--- src/rtl/dcache_axi_refill_buf_pkg.sv ---
// rtl/dcache_axi_refill_buf_pkg.sv - shared types and AXI constants for the D-cache refill buffer
package dcache_axi_refill_buf_pkg;

  // Read-side FSM states
  typedef enum logic [1:0] {
    ST_IDLE = 2'd0,
    ST_AR   = 2'd1,
    ST_R    = 2'd2,
    ST_DONE = 2'd3
  } state_e;

  // Line geometry: 16 x 32-bit words, 64-byte line
  localparam int LINE_WORDS = 16;
  localparam int LINE_OFF_W = 6;
  localparam int BEAT_IDX_W = 4;

  // AXI encodings used on the read channels
  localparam logic [1:0] BURST_INCR  = 2'b01;
  localparam logic [2:0] SIZE_WORD   = 3'd2;
  localparam logic [1:0] RESP_SLVERR = 2'b10;

  // Round an address down to the start of its cache line
  function automatic logic [31:0] line_align(input logic [31:0] addr);
    return {addr[31:LINE_OFF_W], {LINE_OFF_W{1'b0}}};
  endfunction

endpackage

--- src/rtl/dcache_axi_refill_buf_line_beat_packer.sv ---
// rtl/dcache_axi_refill_buf_line_beat_packer.sv - word-indexed line register with clear
module dcache_axi_refill_buf_line_beat_packer
  import dcache_axi_refill_buf_pkg::*;
#(
  parameter int WORDS = LINE_WORDS
) (
  input  logic                  clk,
  input  logic                  rst,
  input  logic                  i_clr,
  input  logic                  i_we,
  input  logic [BEAT_IDX_W-1:0] i_idx,
  input  logic [31:0]           i_wdata,
  output logic [32*WORDS-1:0]   o_line
);

  logic [32*WORDS-1:0] r_line;

  // Clear the whole line on reset or a new request; otherwise load the selected word on a beat
  always_ff @(posedge clk) begin
    if (rst || i_clr) begin
      r_line <= '0;
    end else if (i_we) begin
      for (int k = 0; k < WORDS; k++) begin
        if (i_idx == BEAT_IDX_W'(k)) begin
          r_line[32*k +: 32] <= i_wdata;
        end
      end
    end
  end

  assign o_line = r_line;

endmodule

--- src/rtl/dcache_axi_refill_buf.sv ---
// rtl/dcache_axi_refill_buf.sv - D-cache AXI read stage collecting refill beats into a line buffer
module dcache_axi_refill_buf #(
  parameter int         LINE_WORDS = dcache_axi_refill_buf_pkg::LINE_WORDS,
  parameter logic [3:0] ARID_VAL   = 4'd1
) (
  input  logic                    clk,
  input  logic                    rst,
  input  logic                    rd_req,
  input  logic                    rd_uncache,
  input  logic [31:0]             rd_addr,
  input  logic [2:0]              rd_size,
  output logic                    rd_rdy,
  output logic [31:0]             araddr,
  output logic [7:0]              arlen,
  output logic [2:0]              arsize,
  output logic [1:0]              arburst,
  output logic [3:0]              arid,
  output logic                    arvalid,
  input  logic                    arready,
  input  logic [31:0]             rdata,
  input  logic [1:0]              rresp,
  input  logic                    rlast,
  input  logic                    rvalid,
  output logic                    rready,
  output logic [32*LINE_WORDS-1:0] r_data_AXI,
  output logic                    fill_done,
  output logic                    fill_err,
  output logic [3:0]              beat_cnt
);

  import dcache_axi_refill_buf_pkg::state_e;
  import dcache_axi_refill_buf_pkg::ST_IDLE;
  import dcache_axi_refill_buf_pkg::ST_AR;
  import dcache_axi_refill_buf_pkg::ST_R;
  import dcache_axi_refill_buf_pkg::ST_DONE;
  import dcache_axi_refill_buf_pkg::BEAT_IDX_W;
  import dcache_axi_refill_buf_pkg::BURST_INCR;
  import dcache_axi_refill_buf_pkg::SIZE_WORD;
  import dcache_axi_refill_buf_pkg::RESP_SLVERR;
  import dcache_axi_refill_buf_pkg::line_align;

  localparam logic [BEAT_IDX_W-1:0] CNT_MAX    = BEAT_IDX_W'(LINE_WORDS - 1);
  localparam logic [7:0]            LINE_ARLEN = 8'(LINE_WORDS - 1);

  state_e                r_state;
  state_e                w_state_nxt;

  logic [31:0]           r_addr;
  logic                  r_uncache;
  logic [2:0]            r_size;
  logic [BEAT_IDX_W-1:0] r_beat_cnt;
  logic                  r_top_filled;
  logic                  r_fill_err;

  logic                  w_rd_rdy;
  logic                  w_arvalid;
  logic                  w_rready;
  logic                  w_fill_done;
  logic                  w_accept;
  logic                  w_beat;
  logic                  w_at_top;
  logic                  w_overflow;
  logic                  w_short;
  logic                  w_beat_err;

  // State register
  always_ff @(posedge clk) begin
    if (rst) begin
      r_state <= ST_IDLE;
    end else begin
      r_state <= w_state_nxt;
    end
  end

  // Next-state and handshake outputs; the block only talks to one channel per state
  always_comb begin
    w_state_nxt = r_state;
    w_rd_rdy    = 1'b0;
    w_arvalid   = 1'b0;
    w_rready    = 1'b0;
    w_fill_done = 1'b0;
    case (r_state)
      ST_IDLE: begin
        w_rd_rdy = 1'b1;
        if (rd_req) begin
          w_state_nxt = ST_AR;
        end
      end
      ST_AR: begin
        w_arvalid = 1'b1;
        if (arready) begin
          w_state_nxt = ST_R;
        end
      end
      ST_R: begin
        w_rready = 1'b1;
        if (rvalid && rlast) begin
          w_state_nxt = ST_DONE;
        end
      end
      ST_DONE: begin
        w_fill_done = 1'b1;
        w_state_nxt = ST_IDLE;
      end
      default: begin
        w_state_nxt = ST_IDLE;
      end
    endcase
  end

  assign w_accept   = w_rd_rdy && rd_req;
  assign w_beat     = w_rready && rvalid;
  assign w_at_top   = (r_beat_cnt == CNT_MAX);
  // A beat arriving after the last word slot was already written is surplus data
  assign w_overflow = w_at_top && r_top_filled;
  // A refill must end exactly on the beat that fills the last slot
  assign w_short    = rlast && !r_uncache && !(w_at_top && !r_top_filled);
  assign w_beat_err = (|(rresp & RESP_SLVERR)) || w_overflow || w_short;

  // Latch the request, count beats and accumulate the sticky error for the transaction
  always_ff @(posedge clk) begin
    if (rst) begin
      r_addr       <= '0;
      r_uncache    <= 1'b0;
      r_size       <= '0;
      r_beat_cnt   <= '0;
      r_top_filled <= 1'b0;
      r_fill_err   <= 1'b0;
    end else if (w_accept) begin
      r_addr       <= rd_addr;
      r_uncache    <= rd_uncache;
      r_size       <= rd_size;
      r_beat_cnt   <= '0;
      r_top_filled <= 1'b0;
      r_fill_err   <= 1'b0;
    end else if (w_beat) begin
      if (w_at_top) begin
        r_top_filled <= 1'b1;
      end else begin
        r_beat_cnt <= r_beat_cnt + 1'b1;
      end
      r_fill_err <= r_fill_err | w_beat_err;
    end
  end

  dcache_axi_refill_buf_line_beat_packer #(
    .WORDS (LINE_WORDS)
  ) u_packer (
    .clk     (clk),
    .rst     (rst),
    .i_clr   (w_accept),
    .i_we    (w_beat),
    .i_idx   (r_beat_cnt),
    .i_wdata (rdata),
    .o_line  (r_data_AXI)
  );

  // AR fields come only from latched state so they hold steady while arvalid is up
  assign araddr    = r_uncache ? r_addr : line_align(r_addr);
  assign arlen     = r_uncache ? 8'd0 : LINE_ARLEN;
  assign arsize    = r_uncache ? r_size : SIZE_WORD;
  assign arburst   = BURST_INCR;
  assign arid      = ARID_VAL;
  assign arvalid   = w_arvalid;
  assign rready    = w_rready;
  assign rd_rdy    = w_rd_rdy;
  assign fill_done = w_fill_done;
  assign fill_err  = r_fill_err;
  assign beat_cnt  = r_beat_cnt;

endmodule
--- config.mk ---
export PLATFORM = sky130hd
export DESIGN_NAME = dcache_axi_refill_buf
export DESIGN_NICKNAME = d
export VERILOG_FILES = /design/src/rtl/dcache_axi_refill_buf_pkg.sv /design/src/rtl/dcache_axi_refill_buf_line_beat_packer.sv /design/src/rtl/dcache_axi_refill_buf.sv
export SDC_FILE = /design/constraint.sdc
export NUM_CORES = 1
export LEC_CHECK = 0
export ABC_AREA = 1
export BUFFER_PORTS_ARGS = -buffer_cell sky130_fd_sc_hd__buf_4
export CAP_MARGIN = 10
export CORE_AREA = 2 2 255 257
export DETAILED_ROUTE_END_ITERATION = 6
export DIE_AREA = 0 0 257 259
export GPL_ROUTABILITY_DRIVEN = 0
export HOLD_SLACK_MARGIN = 0.03
export PLACE_DENSITY_LB_ADDON = 0.1
export SLEW_MARGIN = 25
export SYNTH_ARGS = -nofsm -noshare
export SYNTH_HDL_FRONTEND = slang
export SYNTH_SLANG_ARGS = --single-unit
--- constraint.sdc ---
create_clock -name clk -period 3 [get_ports clk]
set_input_delay 0.15 -clock clk [delete_from_list [all_inputs] [get_ports clk]]
set_output_delay 0.15 -clock clk [all_outputs]
set_load 0.005 [all_outputs]
==> parameters.txt <==
Parameter                              Value

Route
  Routed vias/inst ... between 4 and 5
  Pre-Repair DR Iteration Count ... 5
  Detailed-route DRC error count ... 0
  Via count ... 19183
  Iteration-0 DRC Markers ... between 1000 and 1500
  Remaining antenna violation count ... 0
  Post-DR wirelength/cell ... 21.21 um
  Total wire length after detailed routing ... ~86000 um

Timing
  Shortest period the worst path allows ... between 2000 and 2500 ps
  Worst rel slew slack ... between 40% and 50%
  Layout Skew ... about 36 ps
  Final setup TNS ... 0 ps
  Hold Fails Final Rpt ... 0
  Post-route setup slack ... 571.8 ps
  Tightest hold margin ... around 65 ps
  Final period util ... slightly above 80%
  Setup violation total in the final timing report ... 0
  Final Max Slew Viols ... 0
  Worst-margin pin slew ... about 800 ps
  Setup repair after global routing missed its margin ... no
  Highest attainable clock frequency ... 411.8 MHz

Global routing
  Number of antenna violations at the first check in global routing ... 0
  Vias in the first global route ... around 18000
  First-pass GRT wire length ... 123000 um
  Remaining Overflow, GRT ... 0
  Maximum number of pins on one net before global-route repair ... 100
  Total global-route track usage ... 24.57%

Pwr
  Peak supply drop ... 0.0003565 V
  Power per unit of standard cell area ... roughly 640 nW/um^2
  Static Leak ... roughly 13 nW

Cells and area
  Area delta synth->final ... 39.60%
  Nets ... between 3000 and 4000
  Multi-input combinational cell area ... between 7000 and 8000 sq um
  Layout Utilization ... 43.48%
  Layout cell share with drive strength beyond 1 ... 25.32%
  Sequential cell area in the final layout ... ~11000 sq um
  Most common library cell in the layout ignoring fill and taps ... sky130_fd_sc_hd__nor2_1
  Summed area of non-filler cells in the final layout ... roughly 28000 sq um
  Count of fill cells added during filler insertion ... ~6400
  Most frequent cells in the layout ... sky130_fd_sc_hd__nor2_1 (1102), sky130_fd_sc_hd__buf_4 (662), sky130_fd_sc_hd__dfxtp_1 (556)

CTS
  CTS tree ... built
  Max H-tree Level ... 3
  Clock insertion delay at the later pin of the skew report ... around 600 ps
  Count of instances resized after the clock tree is built ... 0
  Cts bufs inserted ... 66
  Clock tree sinks ... ~560
  Buffer depth of the longest clock path ... 3
  Post-CTS setup buffer count ... 0
  Clock edge transition at the registers on the reported setup and hold paths ... about 60 ps
  CTS Root Cell ... sky130_fd_sc_hd__clkbuf_16
  Hold buffer count at CTS ... 74

Setup path
  Biggest fanout along the worst timing path ... 4
  Crit end category ... flip-flop
  CP peak stage delay ... slightly below 600 ps
  R2R Setup Slk ... around 570 ps
  Required time reported for the critical path endpoint ... between 3000 and 4000 ps
  Capturing point of the worst reg2reg path ... r_state[0]
  Reg2reg path depth ... 9
  Cell with the largest stage delay on the worst path ... sky130_fd_sc_hd__dlygate4sd3_1
  Startpoint type of the worst setup path ... flip-flop
  Sequence of cells on the critical path ... inv_1, ha_1, nand2_1, nand2_1, dlygate4sd3_1, nor2_1, dlygate4sd3_1, o21ai_0, a21oi_1
  Reg-to-reg startpoint ... r_state[0]
  Type of the worst setup path ... flip-flop to flip-flop
  Critical Path AT ... approximately 3000 ps

Floorplan
  Starting Density ... between 30% and 40%
  Vert. Die Dim ... roughly 260 um
  X dimension of the die ... between 200 and 300 um
  Row count ... 93
  Number of top-level pins ... 646
  Die footprint ... 66560 sq um
  Core ar. ... around 64000 sq um

Yosys
  Count of cell types in the netlist ... 23
  Number of warnings reported in the yosys synthesis log ... 0
  Synth Area per Inst ... between 7 and 8 sq um
  Cell area after technology mapping ... ~20000 sq um
  Part of the Yosys area used for sequential elements ... between 50% and 60%
  Synth Register Bits ... 556
  Gate Count Post-Synth ... 2594

Hold path
  WHS Path Cells ... 7
  Class of the tightest hold or removal check ... input port to flip-flop
  Worst hold path startpoint ... rlast
  Worst min-delay path endpoint ... fill_err

Flow run
  Maxcap violations ... 0

Place
  Cell area after placement ... 24840 sq um
  Worst setup timing slack at the placement stage ... ~680 ps
  Port Buffer Count ... between 600 and 700
  Detailed-placement wirelength estimate ... 55500 um

Outcome
  Result of the run ... finished clean
[metrics by stage]
| stage | instances | power, mW |
|---|---|---|
| after CTS | 4046 | 18.01 |
| after global placement | 3857 | 9.758 |
| after floorplan | 2602 | 9.028 |
| final | 4048 | 17.82 |
| after global routing | 4046 | 18.51 |
| after detailed placement | 3857 | 9.793 |
[sequential cells by signal (all words and copies together), names as in the netlist]
signal,cells
u_packer.o_line,512
r_addr,32
beat_cnt,4
r_size,3
r_state,2
fill_err,1
r_top_filled,1
r_uncache,1
[Yosys cell counts]
library cell | count | area (sq um)
sky130_fd_sc_hd__nor2_1 | 1105 | 4148
sky130_fd_sc_hd__dfxtp_1 | 556 | 11130
sky130_fd_sc_hd__o21ai_0 | 439 | 2197
sky130_fd_sc_hd__o21ai_1 | 115 | 575.6
sky130_fd_sc_hd__clkbuf_1 | 92 | 345.3
sky130_fd_sc_hd__buf_2 | 88 | 440.4
sky130_fd_sc_hd__buf_1 | 45 | 168.9
sky130_fd_sc_hd__buf_4 | 41 | 307.8
sky130_fd_sc_hd__inv_1 | 27 | 101.4
sky130_fd_sc_hd__nand2_1 | 23 | 86.33
sky130_fd_sc_hd__inv_2 | 18 | 67.56
sky130_fd_sc_hd__nor2_2 | 14 | 87.58
sky130_fd_sc_hd__ha_1 | 10 | 125.1
sky130_fd_sc_hd__a21oi_1 | 8 | 40.04
sky130_fd_sc_hd__nand2_2 | 4 | 25.02
sky130_fd_sc_hd__conb_1 | 2 | 7.510
sky130_fd_sc_hd__a31oi_1 | 1 | 6.260
sky130_fd_sc_hd__buf_6 | 1 | 11.26
sky130_fd_sc_hd__clkinv_1 | 1 | 3.750
sky130_fd_sc_hd__nand3_1 | 1 | 5.000
sky130_fd_sc_hd__nand4_1 | 1 | 6.260
sky130_fd_sc_hd__nor3_1 | 1 | 5.000
sky130_fd_sc_hd__or2_2 | 1 | 6.260
[per-layer routing]
metal	global-route usage [%]	up-vias	wire, um
met3	6.063	117	6234
met1	30.43	9121	35880
met4	8.672	0	2523
li1	-	9246	-
met2	41.54	699	41200
met5	0	-	0
[final cells by class]
type / instances / area share [%]
Sequential cell: 556 / 40.07
Multi-Input combinational cell: 1733 / 26.60
Timing Repair Buffer: 741 / 20.92
Clock buffer: 102 / 7.310
Tap cell: 855 / 3.851
Inverter: 46 / 0.6486
Clock inverter: 13 / 0.5856
Antenna cell: 2 / 0.01802
[power breakdown]
group          switching [mW]  internal [mW]  leakage (nW)
Clock                    3.25           4.84          1.08
Combinational            1.27          0.726          7.89
Sequential              0.133           7.60          4.49
Total                    4.65           13.2          13.5
[worst max-delay path, delay by kind of cell, from the launching register on]
| family | cells | cell delay [ps] |
|---|---|---|
| buf+inv | 3 | 1220 |
| fa+ha+maj | 1 | 240 |
| compound gates | 2 | 240 |
| simple gates | 3 | 280 |
| flops | 1 | 380 |
[kinds of logic (layout without fill, tap and decap cells)]
logic type	count (synthesis)	in the layout	share of synthesized area, %
compound gates	563	563	14.17
fa+ha+maj	10	10	0.6288
buf+inv	313	902	7.269
flops	556	556	55.94
other cells	2	12	0.03774
simple gates	1150	1150	21.96
[worst max path at each step]
| stage | startpoint | end |
|---|---|---|
| final | r_state[0] | r_state[0] |
| after detailed placement | r_state[0] | u_packer.o_line[398] |
| after CTS | r_state[0] | r_state[0] |
| after global placement | r_state[0] | u_packer.o_line[279] |
| after global routing | r_state[0] | r_state[0] |
| after floorplan | r_state[0] | u_packer.o_line[10] |
No activity file was read; power rests on OpenSTA's default activity.
